<file path="src/rtl/sd_cmd_layer_if.sv">
// Host-controller side of the SD command layer: command request, busy/done
// handshake and decoded response status.
interface sd_cmd_layer_if;
    logic         i_cmd_stb;
    logic [5:0]   i_cmd_index;
    logic [31:0]  i_cmd_arg;
    logic [1:0]   i_rsp_type;
    logic         i_rsp_crc_chk;
    logic         o_busy;
    logic         o_done;
    logic [5:0]   o_rsp_index;
    logic [127:0] o_rsp;
    logic         o_crc_err;
    logic         o_end_err;
    logic         o_timeout;

    modport master (
        output i_cmd_stb, i_cmd_index, i_cmd_arg, i_rsp_type, i_rsp_crc_chk,
        input  o_busy, o_done, o_rsp_index, o_rsp, o_crc_err, o_end_err, o_timeout
    );

    modport slave (
        input  i_cmd_stb, i_cmd_index, i_cmd_arg, i_rsp_type, i_rsp_crc_chk,
        output o_busy, o_done, o_rsp_index, o_rsp, o_crc_err, o_end_err, o_timeout
    );
endinterface

</file>
<file path="src/rtl/sd_cmd_layer.sv">
// SD CMD-line serializer/deserializer: sends a 48-bit command frame with CRC7,
// then hunts for and captures a 48- or 136-bit response and checks it.
module sd_cmd_layer #(
    parameter int unsigned RESP_TIMEOUT = 64,
    parameter int unsigned NCC_CYCLES   = 8,
    parameter int unsigned TURNAROUND   = 2
) (
    input  logic           clk,
    input  logic           rst,
    sd_cmd_layer_if.slave  io_host,
    output logic           o_sd_cmd_dir,
    output logic           o_sd_cmd_out,
    input  logic           i_sd_cmd_in
);

    typedef enum logic [2:0] {StIdle, StTx, StRspWait, StRspRx, StNcc} state_e;

    localparam logic [7:0] LP_TX_LAST     = 8'd47;
    localparam logic [7:0] LP_SHORT_START = 8'd46;
    localparam logic [7:0] LP_LONG_START  = 8'd134;
    localparam logic [7:0] LP_CRC_LO      = 8'd8;
    localparam logic [7:0] LP_CRC_HI      = 8'd127;
    localparam logic [7:0] LP_TURN        = 8'(TURNAROUND);
    localparam logic [7:0] LP_TMO_LAST    = 8'(RESP_TIMEOUT - 1);
    localparam logic [7:0] LP_NCC_LAST    = 8'(NCC_CYCLES - 1);

    function automatic logic [6:0] crc7_step(input logic [6:0] crc, input logic bit_in);
        logic fb;
        fb = crc[6] ^ bit_in;
        crc7_step = {crc[5:0], 1'b0} ^ (fb ? 7'h09 : 7'h00);
    endfunction

    state_e         r_state;
    state_e         w_state_next;
    logic   [7:0]   r_cnt;
    logic           r_busy;
    logic           r_done;
    logic           r_dir;
    logic           r_out;
    logic   [46:0]  r_tx_sh;
    logic   [1:0]   r_rsp_type;
    logic           r_crc_chk;
    logic   [6:0]   r_crc;
    logic   [126:0] r_rx_sh;
    logic   [5:0]   r_rsp_index;
    logic   [127:0] r_rsp;
    logic           r_crc_err;
    logic           r_end_err;
    logic           r_timeout;

    logic   [39:0]  w_tx_hdr;
    logic   [6:0]   w_tx_crc;
    logic   [47:0]  w_frame;
    logic   [127:0] w_word;
    logic           w_long;
    logic           w_has_rsp;
    logic           w_accept;
    logic           w_tx_last;
    logic           w_rsp_start;
    logic           w_rsp_tmo;
    logic           w_rx_last;
    logic           w_ncc_last;

    assign w_tx_hdr  = {2'b01, io_host.i_cmd_index, io_host.i_cmd_arg};
    assign w_frame   = {w_tx_hdr, w_tx_crc, 1'b1};
    assign w_word    = {r_rx_sh, i_sd_cmd_in};
    assign w_long    = (r_rsp_type == 2'd2);
    assign w_has_rsp = (r_rsp_type == 2'd1) || (r_rsp_type == 2'd2);

    always_comb begin
        w_tx_crc = 7'h00;
        for (int i = 39; i >= 0; i--) begin
            w_tx_crc = crc7_step(w_tx_crc, w_tx_hdr[i]);
        end
    end

    always_ff @(posedge clk) begin
        if (rst) begin
            r_state <= StIdle;
        end else begin
            r_state <= w_state_next;
        end
    end

    always_comb begin
        w_state_next = r_state;
        w_accept     = 1'b0;
        w_tx_last    = 1'b0;
        w_rsp_start  = 1'b0;
        w_rsp_tmo    = 1'b0;
        w_rx_last    = 1'b0;
        w_ncc_last   = 1'b0;
        case (r_state)
            StIdle: begin
                if (io_host.i_cmd_stb && !r_busy) begin
                    w_accept     = 1'b1;
                    w_state_next = StTx;
                end
            end
            StTx: begin
                if (r_cnt == LP_TX_LAST) begin
                    w_tx_last    = 1'b1;
                    w_state_next = w_has_rsp ? StRspWait : StNcc;
                end
            end
            StRspWait: begin
                // r_cnt numbers the released-line clocks, starting at 1
                if ((r_cnt > LP_TURN) && !i_sd_cmd_in) begin
                    w_rsp_start  = 1'b1;
                    w_state_next = StRspRx;
                end else if (r_cnt == LP_TMO_LAST) begin
                    w_rsp_tmo    = 1'b1;
                    w_state_next = StNcc;
                end
            end
            StRspRx: begin
                if (r_cnt == 8'd0) begin
                    w_rx_last    = 1'b1;
                    w_state_next = StNcc;
                end
            end
            StNcc: begin
                if (r_cnt == LP_NCC_LAST) begin
                    w_ncc_last   = 1'b1;
                    w_state_next = StIdle;
                end
            end
            default: w_state_next = StIdle;
        endcase
    end

    always_ff @(posedge clk) begin
        if (rst) begin
            r_cnt       <= 8'd0;
            r_busy      <= 1'b0;
            r_done      <= 1'b0;
            r_dir       <= 1'b0;
            r_out       <= 1'b1;
            r_tx_sh     <= '0;
            r_rsp_type  <= 2'd0;
            r_crc_chk   <= 1'b0;
            r_crc       <= 7'h00;
            r_rx_sh     <= '0;
            r_rsp_index <= 6'd0;
            r_rsp       <= '0;
            r_crc_err   <= 1'b0;
            r_end_err   <= 1'b0;
            r_timeout   <= 1'b0;
        end else begin
            r_done <= 1'b0;
            case (r_state)
                StIdle: begin
                    if (w_accept) begin
                        r_busy     <= 1'b1;
                        r_dir      <= 1'b1;
                        r_out      <= w_frame[47];
                        r_tx_sh    <= w_frame[46:0];
                        r_cnt      <= 8'd0;
                        r_rsp_type <= io_host.i_rsp_type;
                        r_crc_chk  <= io_host.i_rsp_crc_chk;
                        r_crc_err  <= 1'b0;
                        r_end_err  <= 1'b0;
                        r_timeout  <= 1'b0;
                    end else begin
                        r_busy <= 1'b0;
                    end
                end
                StTx: begin
                    if (w_tx_last) begin
                        r_dir <= 1'b0;
                        r_out <= 1'b1;
                        r_cnt <= w_has_rsp ? 8'd1 : 8'd0;
                    end else begin
                        r_out   <= r_tx_sh[46];
                        r_tx_sh <= {r_tx_sh[45:0], 1'b1};
                        r_cnt   <= r_cnt + 8'd1;
                    end
                end
                StRspWait: begin
                    if (w_rsp_start) begin
                        // r_cnt now tracks the frame position of the next bit
                        r_cnt <= w_long ? LP_LONG_START : LP_SHORT_START;
                        r_crc <= 7'h00;
                    end else if (w_rsp_tmo) begin
                        r_timeout <= 1'b1;
                        r_cnt     <= 8'd0;
                    end else begin
                        r_cnt <= r_cnt + 8'd1;
                    end
                end
                StRspRx: begin
                    r_rx_sh <= {r_rx_sh[125:0], i_sd_cmd_in};
                    if ((r_cnt >= LP_CRC_LO) && (r_cnt <= LP_CRC_HI)) begin
                        r_crc <= crc7_step(r_crc, i_sd_cmd_in);
                    end
                    if (w_rx_last) begin
                        r_end_err <= !i_sd_cmd_in;
                        r_crc_err <= r_crc_chk && (r_crc != r_rx_sh[6:0]);
                        if (w_long) begin
                            r_rsp_index <= 6'h3F;
                            r_rsp       <= w_word;
                        end else begin
                            r_rsp_index <= w_word[45:40];
                            r_rsp       <= {96'd0, w_word[39:8]};
                        end
                        r_cnt <= 8'd0;
                    end else begin
                        r_cnt <= r_cnt - 8'd1;
                    end
                end
                StNcc: begin
                    if (w_ncc_last) begin
                        r_done <= 1'b1;
                    end else begin
                        r_cnt <= r_cnt + 8'd1;
                    end
                end
                default: ;
            endcase
        end
    end

    assign o_sd_cmd_dir        = r_dir;
    assign o_sd_cmd_out        = r_out;
    assign io_host.o_busy      = r_busy;
    assign io_host.o_done      = r_done;
    assign io_host.o_rsp_index = r_rsp_index;
    assign io_host.o_rsp       = r_rsp;
    assign io_host.o_crc_err   = r_crc_err;
    assign io_host.o_end_err   = r_end_err;
    assign io_host.o_timeout   = r_timeout;

endmodule
</file>
<file path="src/flat_wrapper.sv">
// flat-port wrapper written by rule: the top's interface ports become plain ports
module sd_cmd_layer_flat 
#(
    parameter int unsigned RESP_TIMEOUT = 64,
    parameter int unsigned NCC_CYCLES   = 8,
    parameter int unsigned TURNAROUND   = 2
)
  (clk, rst, o_sd_cmd_dir, o_sd_cmd_out, i_sd_cmd_in, io_host_i_cmd_stb, io_host_i_cmd_index, io_host_i_cmd_arg, io_host_i_rsp_type, io_host_i_rsp_crc_chk, io_host_o_busy, io_host_o_done, io_host_o_rsp_index, io_host_o_rsp, io_host_o_crc_err, io_host_o_end_err, io_host_o_timeout);
  sd_cmd_layer_if io_host_i ();
  input  logic clk;
  input  logic rst;
  output logic o_sd_cmd_dir;
  output logic o_sd_cmd_out;
  input  logic i_sd_cmd_in;
  input wire logic [$bits(io_host_i.i_cmd_stb)-1:0] io_host_i_cmd_stb;
  input wire logic [$bits(io_host_i.i_cmd_index)-1:0] io_host_i_cmd_index;
  input wire logic [$bits(io_host_i.i_cmd_arg)-1:0] io_host_i_cmd_arg;
  input wire logic [$bits(io_host_i.i_rsp_type)-1:0] io_host_i_rsp_type;
  input wire logic [$bits(io_host_i.i_rsp_crc_chk)-1:0] io_host_i_rsp_crc_chk;
  output wire logic [$bits(io_host_i.o_busy)-1:0] io_host_o_busy;
  output wire logic [$bits(io_host_i.o_done)-1:0] io_host_o_done;
  output wire logic [$bits(io_host_i.o_rsp_index)-1:0] io_host_o_rsp_index;
  output wire logic [$bits(io_host_i.o_rsp)-1:0] io_host_o_rsp;
  output wire logic [$bits(io_host_i.o_crc_err)-1:0] io_host_o_crc_err;
  output wire logic [$bits(io_host_i.o_end_err)-1:0] io_host_o_end_err;
  output wire logic [$bits(io_host_i.o_timeout)-1:0] io_host_o_timeout;
  assign io_host_i.i_cmd_stb = io_host_i_cmd_stb;
  assign io_host_i.i_cmd_index = io_host_i_cmd_index;
  assign io_host_i.i_cmd_arg = io_host_i_cmd_arg;
  assign io_host_i.i_rsp_type = io_host_i_rsp_type;
  assign io_host_i.i_rsp_crc_chk = io_host_i_rsp_crc_chk;
  assign io_host_o_busy = io_host_i.o_busy;
  assign io_host_o_done = io_host_i.o_done;
  assign io_host_o_rsp_index = io_host_i.o_rsp_index;
  assign io_host_o_rsp = io_host_i.o_rsp;
  assign io_host_o_crc_err = io_host_i.o_crc_err;
  assign io_host_o_end_err = io_host_i.o_end_err;
  assign io_host_o_timeout = io_host_i.o_timeout;
  sd_cmd_layer #(.RESP_TIMEOUT(RESP_TIMEOUT), .NCC_CYCLES(NCC_CYCLES), .TURNAROUND(TURNAROUND)) u_core (.clk(clk), .rst(rst), .io_host(io_host_i), .o_sd_cmd_dir(o_sd_cmd_dir), .o_sd_cmd_out(o_sd_cmd_out), .i_sd_cmd_in(i_sd_cmd_in));
endmodule
</file>
<file path="config.mk">
export PLATFORM = sky130hd
export DESIGN_NAME = sd_cmd_layer_flat
export DESIGN_NICKNAME = d
export VERILOG_FILES = /design/src/rtl/sd_cmd_layer_if.sv /design/src/rtl/sd_cmd_layer.sv /design/src/flat_wrapper.sv
export SDC_FILE = /design/constraint.sdc
export NUM_CORES = 1
export LEC_CHECK = 0
export ABC_AREA = 1
export CAP_MARGIN = 30
export CORE_MARGIN = 4
export CORE_UTILIZATION = 55
export CTS_CLUSTER_SIZE = 12
export DETAILED_ROUTE_END_ITERATION = 7
export PLACE_DENSITY_LB_ADDON = 0.25
export SLEW_MARGIN = 0
export SYNTH_ARGS = -nofsm -noshare
export SYNTH_HDL_FRONTEND = slang
export SYNTH_SLANG_ARGS = --single-unit
</file>
<file path="constraint.sdc">
create_clock -name clk -period 2.6 [get_ports clk]
set_clock_uncertainty 0.15 [all_clocks]
set_input_delay 0.26 -clock clk [delete_from_list [all_inputs] [get_ports clk]]
set_output_delay 0.26 -clock clk [all_outputs]
set_load 0.02 [all_outputs]
</file>
==> results.yml, run 1 <==
outcome:
  outcome: "finished, violations left"
  violations: "negative hold slack"
detailed_routing:
  detail_route.wl_per_cell_um: 13.86
  wl_um: 34560
  drtPass1Iterations: 5
  drt-vias-per-instance: 5.429
  vias: 13535
  route.antenna.remaining_nets: 0
  drt_iter0_markers: 1291
  drc_errors: 0
setup_path:
  cp-end-kind: "register"
  cp_data_required_time_ps: 2860
  cp_data_arrival_time_ps: 2670
  path_class: "reg -> reg"
  crit_path_start_kind: "register"
  cp_max_fo: 5
global_routing:
  grt_max_degree: 217
  grtUsageTotal: 0.2286
  grt_pass1_wl_um: 57190
  grt_antenna_before_repair: 0
  grt_pass1_vias: 12114
  overflow: 0
floorplanning:
  start_util: 0.5650
  die_area_um2: 28740
  die_height_um: 169.5
  num_rows: 58
  core_area_um2: 25400
  ios: 186
  die_x_um: 169.5
place:
  io_buffer_count: 185
  gp_congestion: 0.8597
  place_area_um2: 16480
  dp_hpwl_um: 22190
  dp_cells: 2432
  pre_cts_ws_ps: -509.5
power_and_ir_drop:
  p_comb_frac: 0.262
  internal_power_mw: 9.809
  p_sw_mw: 4.799
  peakVddDrop_mv: 0.5758
  sw_frac_of_total: 0.3285
  p_leak_nw: 6.900
  p_per_area_nw_per_um2: 826.0
  power_frac_seq: 0.410
  pwr-share-clk: 0.328
clock_tree:
  cts_tree: "yes"
  clk_path_buf_depth: 3
  postCtsSetupBuffers: 0
  clkTransAtPathRegs_ps: 60
  numCtsBuffers: 36
  numClockSinks: 336
  root_buffer: "clkbuf_16"
  insertion_delay_ps: 510
  cts.htree.levels: 2
run:
  maxCapViolations: 0
cells_and_area:
  regArea_um2: 6726
  fill_cells: 2168
  diodes: 0
  drive_above_1_share: 0.07536
  fin_cells: 2493
  design_area_um2: 17690
  multiInputGateArea_um2: 6671
  fin_nets: 2192
  syn2layout_area_growth_pct: 23.25
synthesis:
  yosysTopAreaCellShare: 0.4687
  synth_area_leaders: "dfxtp_1 47%, nand2_1 14%, a21oi_1 11%"
  netlist_area_um2: 14350
  yosysWarnings: 0
  ys_seq_elements: 336
  ys_seq_area_frac: 0.4687
  synth_nets: 2068
  avgSynthCellArea_um2: 7.107
  synth_cell_type_count: 36
  syn-instance-count: 2019
  synth_largest_area_cell: "dfxtp_1"
timing:
  relSlewSlack: 0.3584
  period_minus_slack_ps: 2411
  setup_ws_ps: 189.4
  maxClockFrequency_ghz: 0.4148
  whs_ps: -15.82
  worstMarginPinSlew_ps: 962.3
  timing.final.crit_share: 0.9272
  drv_slew: 0
  hold_viol: 2
  setup_viol: 0
hold_path:
  hold_path.class: "in -> reg"
## metrics by stage
| stage | setup TNS [ps] | util | power [mW] | hold slack (ps) |
|---|---|---|---|---|
| floorplan | 0 | - | 8.778 | 244.9 |
| global placement | -2709 | 0.6488 | 9.761 | 300.7 |
| detailed placement | -3358 | 0.6488 | 9.848 | 304.9 |
| CTS | 0 | 0.6922 | 14.63 | 24.19 |
| global route | -6.752 | 0.6963 | 15.46 | 3.409 |
| finish | 0 | 0.6963 | 14.61 | -15.82 |
## worst max-delay path, stage by stage (launching register included)
cell and delay [ps]:
dfxtp_1 400, ha_1 190, nand2_1 120, nor2_1 150, nand4_1 160, nand2_1 120, inv_1 100, nor2_1 150
inv_1 70, nor4_2 370, o21ai_0 170, a21oi_1 150
## area by class of cell
type / instances / area share
inverters: 141 / 0.03000
multi-input cells: 1410 / 0.3772
repair buffers: 218 / 0.1268
clock inverters: 6 / 0.003962
clock buffers: 52 / 0.05830
flip-flops and latches: 336 / 0.3803
well taps: 330 / 0.02335
## what timing repair did
action                                 in CTS  in global routing
hold buffers                                0                  3
endpoints found under the hold margin       0                  3
setup endpoints to repair                   0                 12
resized for setup                           0                 24
## metal layers
layer	share of wire	track usage
met1	0.46	0.3195
met2	0.47	0.3782
met3	0.045	0.02609
met4	0.021	0.06265
met5	0	0
## cells by family after synthesis
logic type,count (synthesis),share of synthesized area
AO/OA/AOI/OAI,504,0.1828
adder cells (fa/ha/maj),4,0.003488
XOR/XNOR,22,0.01552
AND/OR/NAND/NOR,880,0.2578
flip-flops,336,0.4687
buffers and inverters,273,0.07158
## state kept, by name, indices dropped and copies added, names as in the netlist
register and cells:
u_core.io_host.o_rsp 128, u_core.r_rx_sh 127, u_core.r_tx_sh 47, u_core.r_cnt 8
u_core.r_crc 7, u_core.io_host.o_rsp_index 6, u_core.r_state 3, u_core.r_rsp_type 2
u_core.io_host.o_busy 1, u_core.io_host.o_crc_err 1, u_core.io_host.o_done 1, u_core.io_host.o_end_err 1
u_core.io_host.o_timeout 1, u_core.o_sd_cmd_dir 1, u_core.o_sd_cmd_out 1, u_core.r_crc_chk 1
## worst paths after layout
kind / start / cells past startpoint / slack [ps] / to
worst max-delay path: u_core.r_cnt[1]$_SDFFE_PP0P_ / 11 / 190 / u_core.r_state[0]$_SDFFE_PP0P_
worst min-delay path: io_host_i_cmd_arg[24] / 3 / -20 / u_core.r_tx_sh[32]$_SDFFE_PP0P_
worst max register to register: u_core.r_cnt[1]$_SDFFE_PP0P_ / 11 / 190 / u_core.r_state[0]$_SDFFE_PP0P_
worst min register to register: u_core.r_rx_sh[126]$_SDFFE_PP0P_ / 2 / 310 / u_core.r_rx_sh[126]$_SDFFE_PP0P_
## power by group through the flow
stage	registers (mW)	logic, mW	clock network (mW)
after floorplan	6.12	2.66	0
after global placement	6.07	3.69	0
after detailed placement	6.09	3.76	0
after CTS	5.99	3.78	4.86
after global routing	6.05	4.30	5.11
final	5.99	3.83	4.79
## layout by cell type (no fill, tap or decap), drive strengths merged
cell type / instances
nand4: 2
a31oi: 42
dfxtp: 336
nor4: 1
a21oi: 315
and3: 1
o31ai: 1
nor2: 115
buf: 31
or2: 1
o211ai: 5
ha: 4
clkbuf: 52
o2111ai: 1
o221ai: 4
a211oi: 1
bufinv: 1
xor2: 11
o211a: 1
nand3b: 6
dlymetal6s2s: 14
nor3: 6
clkdlybuf4s50: 170
o21ai: 134
dlygate4sd3: 3
nand2: 587
nand3: 161
inv: 141
xnor2: 11
clkinv: 5
## cell usage after synthesis
| master | n |
|---|---|
| nand3_1 | 155 |
| and3_1 | 1 |
| o21ai_1 | 1 |
| or2_2 | 1 |
| dfxtp_1 | 336 |
| inv_2 | 10 |
| nor3_1 | 6 |
| nand2_2 | 42 |
| nor2_4 | 1 |
| xnor2_2 | 2 |
| o221ai_1 | 4 |
| xor2_1 | 9 |
| xor2_2 | 2 |
| nand3b_1 | 6 |
| nor4_1 | 1 |
| nand3_2 | 6 |
| inv_1 | 131 |
| nor2_2 | 1 |
| a211oi_1 | 1 |
| o211ai_1 | 5 |
| nand4_1 | 2 |
| xnor2_1 | 9 |
| clkbuf_1 | 129 |
| a31oi_1 | 42 |
| o211a_1 | 1 |
| a21oi_2 | 2 |
| nor2_1 | 113 |
| o31ai_1 | 1 |
| buf_2 | 2 |
| nand2_1 | 544 |
| o21ai_0 | 133 |
| a21oi_1 | 313 |
| ha_1 | 4 |
| buf_1 | 1 |
| nand2_4 | 1 |
| o2111ai_1 | 1 |
Power figures use the tool's default switching activity.
==> run 2: changes to the inputs <==
--- a/config.mk
+++ b/config.mk
@@ -11,8 +11,9 @@
 export CORE_UTILIZATION = 55
 export CTS_CLUSTER_SIZE = 12
 export DETAILED_ROUTE_END_ITERATION = 7
-export PLACE_DENSITY_LB_ADDON = 0.25
+export PLACE_DENSITY = 0.85
 export SLEW_MARGIN = 0
 export SYNTH_ARGS = -nofsm -noshare
 export SYNTH_HDL_FRONTEND = slang
 export SYNTH_SLANG_ARGS = --single-unit
+export TNS_END_PERCENT = 1
==> results.yml, run 2 (synthesized netlist as in run 1, its figures left out) <==
global_routing:
  grt_pass1_wl_um: 60150
  grt_max_degree: 157
  overflow: 0
  grtUsageTotal: 0.2413
  grt_pass1_vias: 12618
  grt_antenna_before_repair: 0
clock_tree:
  clkTransAtPathRegs_ps: 60
  clk_path_buf_depth: 3
  insertion_delay_ps: 520
  numClockSinks: 336
  cts_tree: "yes"
  numCtsBuffers: 36
  cts.htree.levels: 2
  root_buffer: "clkbuf_16"
setup_path:
  cp_data_arrival_time_ps: 2640
  cp_data_required_time_ps: 2810
  cp-end-kind: "register"
  crit_path_start_kind: "input pin"
  cp_max_fo: 3
  path_class: "in -> reg"
  cp_cell_sequence: "clkdlybuf4s50_1 -> inv_1 -> nand2_2 -> nand2_2 -> nand2_2 -> inv_1 -> nor2_4 -> nand2_1 -> nand3_1 -> nand2_2 -> nand2_2 -> nand3b_1 -> nand2_1 -> nand2_1 -> nand2_1 -> nand3_1 -> nand2_2 -> nand2_1 -> nand3_1 -> nand2_1 -> nand2_1 -> nand3_1 -> nand2_1 -> a21oi_2"
  max_stage_delay_ps: 510
  cp_slowest_cell: "clkdlybuf4s50_1"
  critPathMostFrequentCell: "nand2_1"
detailed_routing:
  detail_route.wl_per_cell_um: 14.45
  drtPass1Iterations: 7
  drt-vias-per-instance: 5.456
  route.antenna.remaining_nets: 0
  vias: 13607
  wl_um: 36040
  drt_iter0_markers: 1482
  drc_errors: 0
floorplanning:
  die_x_um: 169.5
  die_height_um: 169.5
  num_rows: 58
  start_util: 0.5650
  core_area_um2: 25400
  die_area_um2: 28740
  ios: 186
place:
  place_area_um2: 16510
  dp_hpwl_um: 22850
  pre_cts_ws_ps: -530.8
  dp_cells: 2436
  gp_congestion: 0.9045
  io_buffer_count: 185
timing:
  hold_viol: 0
  timing.final.crit_share: 0.9332
  rsz0062_at_grt: "yes"
  maxClockFrequency_ghz: 0.4121
  period_minus_slack_ps: 2426
  relSlewSlack: 0.3180
  whs_ps: 31.29
  tns_ps: 0
  setup_ws_ps: 173.7
  drv_slew: 0
  worstMarginPinSlew_ps: 1023
  setup_viol: 0
power_and_ir_drop:
  p_leak_nw: 6.867
  power_mw: 14.62
  peakVddDrop_mv: 0.5779
  p_per_area_nw_per_um2: 825.2
cells_and_area:
  fin_nets: 2196
  final_cell_mix: "535 x nand2_1, 336 x dfxtp_1, 313 x a21oi_1, 172 x clkdlybuf4s50_1, 150 x nand3_1"
  fin_cells: 2494
  largest_reg_flops: 128
  diodes: 0
  drive_above_1_share: 0.08087
  fin_util: 0.6976
  design_area_um2: 17720
  fill_cells: 2007
  syn2layout_area_growth_pct: 23.47
  layout_commonest_cell: "nand2_1"
hold_path:
  hold_path.class: "in -> reg"
run:
  maxCapViolations: 0
outcome:
  outcome: "completed"
run 2: routing by layer:
| layer | global-route usage | wire length (um) | vias to the layer above | share of wire |
|---|---|---|---|---|
| met1 | 0.3353 | 15950 | 6283 | 0.44 |
| met4 | 0.06580 | 747 | 0 | 0.021 |
| li1 | - | - | 6868 | - |
| met3 | 0.03517 | 1937 | 58 | 0.054 |
| met2 | 0.3964 | 17400 | 398 | 0.48 |
| met5 | 0 | 0 | - | 0 |
run 2: final timing paths:
| path | from | to | slack (ps) | depth (start not counted) |
|---|---|---|---|---|
| setup / recovery | io_host_i_cmd_arg[26] | u_core.r_tx_sh[4]$_SDFFE_PP0P_ | 170 | 24 |
| setup reg to reg | u_core.r_cnt[1]$_SDFFE_PP0P_ | u_core.r_state[0]$_SDFFE_PP0P_ | 270 | 11 |
| hold / removal | rst | u_core.io_host.o_rsp[54]$_SDFFE_PP0P_ | 30 | 2 |
| hold reg to reg | u_core.r_tx_sh[0]$_SDFFE_PP0P_ | u_core.r_tx_sh[0]$_SDFFE_PP0P_ | 310 | 2 |
run 2: worst max-delay path: cells and delay by family:
kind | cells | cell delay, ps
AND/OR/NAND/NOR | 20 | 1650
buffers and inverters | 3 | 650
AO/OA/AOI/OAI | 1 | 60
run 2: what timing repair did:
item / 4_1_cts / 5_1_grt
setup endpoints to repair: 1 / 13
pin swaps: 0 / 7
gates cloned: 0 / 0
endpoints found under the hold margin: 0 / 3
hold buffers: 0 / 3
gates resized for setup: 3 / 29
buffers inserted: 0 / 0
run 2: report_power, final:
part	switching, mW	total, mW	internal, mW
Combinational	2.59	3.87	1.28
Sequential	0.306	6.00	5.70
Clock	1.94	4.75	2.81
Total	4.83	14.6	9.79
run 2: area by class of cell:
class / count / area, um2 / area share
multi-input cells: 1410 / 6698 / 0.3780
clock inverters: 4 / 33.78 / 0.001907
well taps: 330 / 412.9 / 0.02330
flip-flops and latches: 336 / 6726 / 0.3796
inverters: 141 / 530.5 / 0.02994
clock buffers: 51 / 1060 / 0.05981
repair buffers: 222 / 2257 / 0.1274
